===== src/rtl/uart_rx_cfg.sv =====
// Parametrised UART receiver: 3-sample majority vote at bit centre, runtime parity/stop select,
// parity and framing error flags. Define UART_RX_BREAK_DET_EN to add the Break output.
module uart_rx_cfg #(
  parameter int DATA_BITS = 8,
  parameter int OSR       = 16,
  parameter int DIV_W     = 16
) (
  input  logic                 Clk,
  input  logic                 Rst,
  input  logic                 Rs232_Rx,
  input  logic [DIV_W-1:0]     Baud_Div,
  input  logic [1:0]           Parity_Mode,
  input  logic                 Stop_Bits,
  output logic [DATA_BITS-1:0] Data_Byte,
  output logic                 Rx_Done,
  output logic                 Parity_Err,
  output logic                 Frame_Err,
`ifdef UART_RX_BREAK_DET_EN
  output logic                 Break,
`endif
  output logic                 Busy
);

  // state    | meaning
  // S_IDLE   | line idle, counters held at 0, waiting for a falling edge
  // S_START  | start bit; majority 1 at mid-bit is a false start
  // S_DATA   | DATA_BITS data bits shifted in LSB first
  // S_PARITY | parity bit (skipped for parity modes 00/11)
  // S_STOP   | one or two stop bits; frame completes at mid-stop of the last one
  typedef enum logic [2:0] {
    S_IDLE,
    S_START,
    S_DATA,
    S_PARITY,
    S_STOP
  } state_t;

  localparam int TW  = (OSR > 1) ? $clog2(OSR) : 1;
  localparam int BCW = $clog2(DATA_BITS + 1);

  localparam logic [TW-1:0]  TICK_S0   = TW'(OSR / 2 - 1);
  localparam logic [TW-1:0]  TICK_S1   = TW'(OSR / 2);
  localparam logic [TW-1:0]  TICK_MAJ  = TW'(OSR / 2 + 1);
  localparam logic [TW-1:0]  TICK_LAST = TW'(OSR - 1);
  localparam logic [BCW-1:0] BITS_LAST = BCW'(DATA_BITS);

  state_t               state_q, state_d;
  logic                 sync1_q, sync2_q, hist_q;
  logic [DIV_W-1:0]     cfg_div_q, cfg_div_d;
  logic [1:0]           cfg_par_q, cfg_par_d;
  logic                 cfg_stop2_q, cfg_stop2_d;
  logic [DIV_W-1:0]     div_cnt_q, div_cnt_d;
  logic [TW-1:0]        tick_cnt_q, tick_cnt_d;
  logic [BCW-1:0]       bit_cnt_q, bit_cnt_d;
  logic                 s0_q, s0_d;
  logic                 s1_q, s1_d;
  logic [DATA_BITS-1:0] shift_q, shift_d;
  logic                 par_err_q, par_err_d;
  logic                 frm_err_q, frm_err_d;
  logic                 stop_cnt_q, stop_cnt_d;
  logic [DATA_BITS-1:0] data_q, data_d;
  logic                 done_q, done_d;
  logic                 perr_out_q, perr_out_d;
  logic                 ferr_out_q, ferr_out_d;
`ifdef UART_RX_BREAK_DET_EN
  logic                 zero_q, zero_d;
  logic                 break_q, break_d;
  logic                 zero_now;
`endif

  logic fall;
  logic tick;
  logic maj;
  logic bit_mid;
  logic bit_end;
  logic parity_en;
  logic frm_err_now;

  assign fall        = hist_q & ~sync2_q;
  assign tick        = (div_cnt_q == cfg_div_q);
  assign maj         = (s0_q & s1_q) | (s0_q & sync2_q) | (s1_q & sync2_q);
  assign bit_mid     = (state_q != S_IDLE) && tick && (tick_cnt_q == TICK_MAJ);
  assign bit_end     = (state_q != S_IDLE) && tick && (tick_cnt_q == TICK_LAST);
  assign parity_en   = (cfg_par_q == 2'b01) || (cfg_par_q == 2'b10);
  assign frm_err_now = frm_err_q | ~maj;
`ifdef UART_RX_BREAK_DET_EN
  // Break needs data, parity and the first stop bit all low; later stop bits do not matter.
  assign zero_now    = stop_cnt_q ? zero_q : (zero_q & ~maj);
`endif

  always_comb begin
    state_d     = state_q;
    cfg_div_d   = cfg_div_q;
    cfg_par_d   = cfg_par_q;
    cfg_stop2_d = cfg_stop2_q;
    div_cnt_d   = '0;
    tick_cnt_d  = '0;
    bit_cnt_d   = bit_cnt_q;
    s0_d        = s0_q;
    s1_d        = s1_q;
    shift_d     = shift_q;
    par_err_d   = par_err_q;
    frm_err_d   = frm_err_q;
    stop_cnt_d  = stop_cnt_q;
    data_d      = data_q;
    done_d      = 1'b0;
    perr_out_d  = perr_out_q;
    ferr_out_d  = ferr_out_q;
`ifdef UART_RX_BREAK_DET_EN
    zero_d      = zero_q;
    break_d     = 1'b0;
`endif

    if (state_q != S_IDLE) begin
      div_cnt_d  = tick ? '0 : div_cnt_q + 1'b1;
      tick_cnt_d = tick_cnt_q;
      if (tick) begin
        tick_cnt_d = (tick_cnt_q == TICK_LAST) ? '0 : tick_cnt_q + 1'b1;
        if (tick_cnt_q == TICK_S0) s0_d = sync2_q;
        if (tick_cnt_q == TICK_S1) s1_d = sync2_q;
      end
    end

    case (state_q)
      S_IDLE: begin
        if (fall) begin
          state_d     = S_START;
          cfg_div_d   = Baud_Div;
          cfg_par_d   = Parity_Mode;
          cfg_stop2_d = Stop_Bits;
          bit_cnt_d   = '0;
          par_err_d   = 1'b0;
          frm_err_d   = 1'b0;
          stop_cnt_d  = 1'b0;
`ifdef UART_RX_BREAK_DET_EN
          zero_d      = 1'b1;
`endif
        end
      end
      S_START: begin
        if (bit_mid && maj) state_d = S_IDLE;
        else if (bit_end) state_d = S_DATA;
      end
      S_DATA: begin
        if (bit_mid) begin
          shift_d   = {maj, shift_q[DATA_BITS-1:1]};
          bit_cnt_d = bit_cnt_q + 1'b1;
`ifdef UART_RX_BREAK_DET_EN
          if (maj) zero_d = 1'b0;
`endif
        end
        if (bit_end && (bit_cnt_q == BITS_LAST)) state_d = parity_en ? S_PARITY : S_STOP;
      end
      S_PARITY: begin
        if (bit_mid) begin
          // Odd mode wants an odd number of ones over data+parity, even mode an even number.
          par_err_d = (cfg_par_q == 2'b01) ? ~(^shift_q ^ maj) : (^shift_q ^ maj);
`ifdef UART_RX_BREAK_DET_EN
          if (maj) zero_d = 1'b0;
`endif
        end
        if (bit_end) state_d = S_STOP;
      end
      S_STOP: begin
        if (bit_mid) begin
          frm_err_d = frm_err_now;
          if (cfg_stop2_q && !stop_cnt_q) begin
            stop_cnt_d = 1'b1;
`ifdef UART_RX_BREAK_DET_EN
            if (maj) zero_d = 1'b0;
`endif
          end else begin
            // Leave at mid-stop so a start edge right after the stop bit is not missed.
            state_d = S_IDLE;
            done_d  = 1'b1;
`ifdef UART_RX_BREAK_DET_EN
            if (zero_now) begin
              break_d    = 1'b1;
              perr_out_d = 1'b0;
              ferr_out_d = 1'b0;
            end else begin
              data_d     = shift_q;
              perr_out_d = par_err_q;
              ferr_out_d = frm_err_now;
            end
`else
            data_d     = shift_q;
            perr_out_d = par_err_q;
            ferr_out_d = frm_err_now;
`endif
          end
        end
      end
      default: state_d = S_IDLE;
    endcase
  end

  always_ff @(posedge Clk) begin
    if (Rst) begin
      sync1_q     <= 1'b1;
      sync2_q     <= 1'b1;
      hist_q      <= 1'b1;
      state_q     <= S_IDLE;
      cfg_div_q   <= '0;
      cfg_par_q   <= 2'b00;
      cfg_stop2_q <= 1'b0;
      div_cnt_q   <= '0;
      tick_cnt_q  <= '0;
      bit_cnt_q   <= '0;
      s0_q        <= 1'b1;
      s1_q        <= 1'b1;
      shift_q     <= '0;
      par_err_q   <= 1'b0;
      frm_err_q   <= 1'b0;
      stop_cnt_q  <= 1'b0;
      data_q      <= '0;
      done_q      <= 1'b0;
      perr_out_q  <= 1'b0;
      ferr_out_q  <= 1'b0;
`ifdef UART_RX_BREAK_DET_EN
      zero_q      <= 1'b0;
      break_q     <= 1'b0;
`endif
    end else begin
      sync1_q     <= Rs232_Rx;
      sync2_q     <= sync1_q;
      hist_q      <= sync2_q;
      state_q     <= state_d;
      cfg_div_q   <= cfg_div_d;
      cfg_par_q   <= cfg_par_d;
      cfg_stop2_q <= cfg_stop2_d;
      div_cnt_q   <= div_cnt_d;
      tick_cnt_q  <= tick_cnt_d;
      bit_cnt_q   <= bit_cnt_d;
      s0_q        <= s0_d;
      s1_q        <= s1_d;
      shift_q     <= shift_d;
      par_err_q   <= par_err_d;
      frm_err_q   <= frm_err_d;
      stop_cnt_q  <= stop_cnt_d;
      data_q      <= data_d;
      done_q      <= done_d;
      perr_out_q  <= perr_out_d;
      ferr_out_q  <= ferr_out_d;
`ifdef UART_RX_BREAK_DET_EN
      zero_q      <= zero_d;
      break_q     <= break_d;
`endif
    end
  end

  assign Data_Byte  = data_q;
  assign Rx_Done    = done_q;
  assign Parity_Err = perr_out_q;
  assign Frame_Err  = ferr_out_q;
  assign Busy       = (state_q != S_IDLE);
`ifdef UART_RX_BREAK_DET_EN
  assign Break      = break_q;
`endif

endmodule


===== config.mk =====
export PLATFORM = sky130hd
export DESIGN_NAME = uart_rx_cfg
export DESIGN_NICKNAME = d
export VERILOG_FILES = /design/src/rtl/uart_rx_cfg.sv
export SDC_FILE = /design/constraint.sdc
export NUM_CORES = 1
export LEC_CHECK = 0
export ABC_AREA = 1
export BUFFER_PORTS_ARGS = -buffer_cell sky130_fd_sc_hd__buf_4
export CAP_MARGIN = 20
export CORE_AREA = 2 2 92 94
export CTS_BUF_LIST = sky130_fd_sc_hd__clkbuf_4 sky130_fd_sc_hd__clkbuf_8
export DETAILED_ROUTE_END_ITERATION = 10
export DIE_AREA = 0 0 94 96
export SLEW_MARGIN = 20
export SYNTH_ARGS = -nofsm -noshare
export SYNTH_HDL_FRONTEND = slang
export SYNTH_SLANG_ARGS = --single-unit
export TNS_END_PERCENT = 1

===== constraint.sdc =====
create_clock -name Clk -period 3.75 [get_ports Clk]
set_input_delay 0.375 -clock Clk [delete_from_list [all_inputs] [get_ports Clk]]
set_output_delay 0.375 -clock Clk [all_outputs]
set_load 0.01 [all_outputs]

==> summary.txt <==
Status
  – Status: complete, no violations

Run
  – Max Cap Violations: 0

Route
  – Number of iterations in the first detailed-routing pass: 4
  – Drt via density: 4.79
  – Drt drc: 0
  – Avg WL per Cell: between 10 and 15 um
  – Via count: 3058
  – Post-DRT Antenna Nets: 0
  – DRT iter0 DRCs: 92
  – WL final: 7540 um

Power and ir drop
  – Power per cell area: 523 mW/mm2
  – Max rail drop VDD: 0.000168 V
  – Leakage power: 1.66 nW
  – Tot Pwr: 2.12 mW

Yosys
  – Mapped Nets: roughly 530
  – Syn Area/Cell: about 7.1 um2
  – Synth area leaders: dfxtp_1, nand2_1, nor2_1, a21oi_1, inv_1
  – Post-Synthesis Cells: 497
  – Sequential-to-total area share from yosys stat: 0.415
  – Mapped cell area: about 0.0035 mm2
  – Synth Register Bits: 73
  – Synth area leader: dfxtp_1
  – Synth unique cells: 33
  – Syn. warnings: 0
  – Yosys top cell area share: 0.415

Floorplanning
  – Core area: 0.00805 mm2
  – Core Rows: 33
  – Starting Density: 0.438
  – Die Height: between 90 and 100 um
  – I/O Pins: 34
  – Die width: between 90 and 100 um
  – Die area: 0.00902 mm2

Setup path
  – Most used cell, CP: nand2_1
  – CP bufs+invs: 2
  – CP max FO: 11
  – Max stage delay cell, worst path: nor2_2
  – Crit path largest cell delay: between 0.4 and 0.5 ns
  – CP endpoint kind: flip-flop
  – Setup Crit Path Kind: flip-flop to flip-flop
  – R2R cell count: 12
  – R2R Path End: bit_cnt_q[3]$_SDFFE_PP0P_
  – Startpoint types: flip-flop
  – R2r startpoint: div_cnt_q[4]$_SDFF_PP0_
  – CP Cell Sequence: inv_2 -> nand2_1 -> a21oi_1 -> nand2_1 -> nor2_2 -> nand4_4 -> nor2_2 -> inv_2 -> nand2_2 -> nand2_1 -> nor2_1 -> nor3_2
  – Critical Path RT: about 4.0 ns
  – CP delay by family, top: simple AND/OR/NAND/NOR gates
  – CP Data Arrival Time: 2.43 ns
  – Flop2flop setup slack: 1.55 ns

Timing
  – RSZ-0062 raised after global routing: no
  – Clock Skew: approximately 0.013 ns
  – Crit path time final: 2.20 ns
  – Measured slew at the worst slew-check pin: 0.972 ns
  – Setup TNS: 0 ns
  – Fin. max-slew vios: 0
  – Hold slack: 0.209 ns
  – Final Setup Violations: 0
  – Max transition margin: 0.350
  – Final number of hold-violating endpoints: 0
  – Fmax: between 400 and 500 MHz
  – Tcrit/Tclk final: 0.588

Min path
  – WHS Path Cells: 2
  – Min-Delay Path Class: input port to flip-flop
  – Hold path start: Rs232_Rx
  – Hold Path Sink: sync1_q$_SDFF_PP1_

Clock tree
  – Hold_buf cts: 0
  – Clock latency at the later pin of the worst-skew pair: between 0.3 and 0.4 ns
  – CTS resizes: 0
  – TritonCTS buffer count: 9
  – Root buf cell: clkbuf_8
  – Post-CTS Setup Bufs: 0
  – Clock Pin Slew Worst Setup and Hold Paths: 0.08 ns
  – Htree depth: 3
  – CTS Buffer Depth: 2
  – CTS tree: done
  – Clock Sinks: 73

Place
  – Placed cell count: 623
  – DP HPWL: 5480 um
  – GP Congestion: 0.791
  – I/O Buffers: 33
  – Dpl cell area: 0.00385 mm2

Global routing
  – GR Overflow Total: 0
  – Initial antenna violation count: 0
  – Pin count of the biggest net entering global routing: 35
  – Vias in the first global route: approximately 2900
  – All-Layer GR Usage: 0.180
  – First-pass GRT wire length: 12700 um

Finish
  – Share of layout cells above drive strength 1: 0.171
  – Non-Filler Instances: 638
  – Finished Cell Area: 0.00405 mm2
  – Antenna diodes: 0
  – Layout Nets: roughly 560
  – Syn-to-layout area delta: 14.9%
==> power by group <==
part	switching, mW	internal [mW]	leakage [nW]	total (mW)
Combinational	0.414	0.202	0.971	0.616
Sequential	0.0478	0.829	0.591	0.877
Clock	0.296	0.331	0.0950	0.627
==> sequential cells by signal, summed over array words and instances (netlist names), 2 cells and up <==
name	flops
cfg_par_q	2
tick_cnt_q	4
div_cnt_q	16
cfg_div_q	16
bit_cnt_q	4
Data_Byte	8
state_q	3
shift_q	8
==> final cells by class <==
| class | instances | area [um2] |
|---|---|---|
| repair buffers | 34 | 255 |
| multi-input cells | 341 | 1740 |
| flip-flops and latches | 73 | 1460 |
| inverters | 70 | 263 |
| clock inverters | 4 | 53.8 |
| fillers | 820 | 4000 |
| well taps | 105 | 131 |
| clock buffers | 11 | 145 |
==> how the worst max path moves through the flow <==
stage	from	to	slack [ns]	depth (start not counted)
after detailed placement	div_cnt_q[0]$_SDFF_PP0_	bit_cnt_q[3]$_SDFFE_PP0P_	1.56	13
final	div_cnt_q[4]$_SDFF_PP0_	bit_cnt_q[3]$_SDFFE_PP0P_	1.55	12
after CTS	div_cnt_q[0]$_SDFF_PP0_	bit_cnt_q[3]$_SDFFE_PP0P_	1.55	13
after global placement	div_cnt_q[0]$_SDFF_PP0_	bit_cnt_q[2]$_SDFFE_PP0P_	1.64	13
after floorplan	div_cnt_q[1]$_SDFF_PP0_	div_cnt_q[14]$_SDFF_PP0_	2.02	14
after global routing	div_cnt_q[2]$_SDFF_PP0_	bit_cnt_q[2]$_SDFFE_PP0P_	1.27	13
==> worst register-to-register path, delay by kind of cell, from the launching register on <==
family / cells / cell delay (ns)
AND/OR/NAND/NOR: 9 / 1.30
flip-flops: 1 / 0.34
buffers and inverters: 2 / 0.27
AO/OA/AOI/OAI: 1 / 0.16
==> routing by layer <==
layer	up-vias	share of wire	global-route usage
met4	0	0.0068	0.0531
met5	-	0	0
met2	32	0.49	0.319
li1	1636	-	-
met3	4	0.028	0.0564
met1	1386	0.47	0.208
==> kinds of logic after synthesis <==
group | synth area share
fa+ha+maj | 0.0248
xor+xnor | 0.0422
compound gates | 0.130
flops | 0.415
simple gates | 0.296
buf+inv | 0.0916
==> through the flow <==
stage,worst slack (ns),util
after floorplan,2.02,-
after global placement,1.64,0.478
after detailed placement,1.56,0.478
after CTS,1.55,0.503
after global routing,1.27,0.503
final,1.55,0.503
==> placed cells by master (no fill, tap or decap) <==
cell type | netlist | final
nand2_1 | 101 | 101
nand3_1 | 21 | 21
buf_4 | 2 | 34
o21a_1 | 2 | 2
nor4_1 | 1 | 1
inv_2 | 18 | 18
nor4_2 | 2 | 2
nor2_4 | 3 | 3
nor3_2 | 5 | 5
clkinv_4 | 0 | 1
xnor2_1 | 12 | 12
bufinv_16 | 0 | 1
nand3_2 | 1 | 1
nor2_2 | 6 | 6
nor3b_1 | 3 | 3
xor2_1 | 5 | 5
nand4_1 | 4 | 4
o211ai_1 | 1 | 1
a21oi_1 | 45 | 45
clkbuf_4 | 0 | 1
nand2_2 | 2 | 2
or2_2 | 3 | 3
o21ai_0 | 27 | 27
and2_1 | 1 | 1
a31oi_1 | 1 | 1
a211oi_2 | 1 | 1
clkinvlp_4 | 0 | 2
nor2_1 | 67 | 67
inv_1 | 52 | 52
o21ai_1 | 10 | 10
clkbuf_8 | 0 | 10
nor3_1 | 8 | 8
dfxtp_1 | 73 | 73
a211oi_1 | 1 | 1
ha_1 | 7 | 7
nand4_4 | 1 | 1
==> cell usage after synthesis <==
| master | number |
|---|---|
| nor2_2 | 6 |
| ha_1 | 7 |
| nand2_2 | 2 |
| buf_4 | 2 |
| and2_1 | 1 |
| o21ai_1 | 10 |
| buf_2 | 3 |
| nor3_1 | 8 |
| nor3b_1 | 3 |
| nor2_4 | 3 |
| dfxtp_1 | 73 |
| inv_1 | 52 |
| o21a_1 | 2 |
| xnor2_1 | 12 |
| o211ai_1 | 1 |
| a211oi_2 | 1 |
| nor2_1 | 67 |
| nand2_1 | 101 |
| inv_2 | 18 |
| a211oi_1 | 1 |
| nor3_2 | 5 |
| or2_2 | 3 |
| xor2_1 | 5 |
| nand3_2 | 1 |
| nor4_2 | 2 |
| nand4_1 | 4 |
| nor4_1 | 1 |
| nand3_1 | 21 |
| a31oi_1 | 1 |
| nand4_4 | 1 |
| o21ai_0 | 27 |
| clkbuf_1 | 8 |
| a21oi_1 | 45 |
Power figures use the tool's default switching activity.
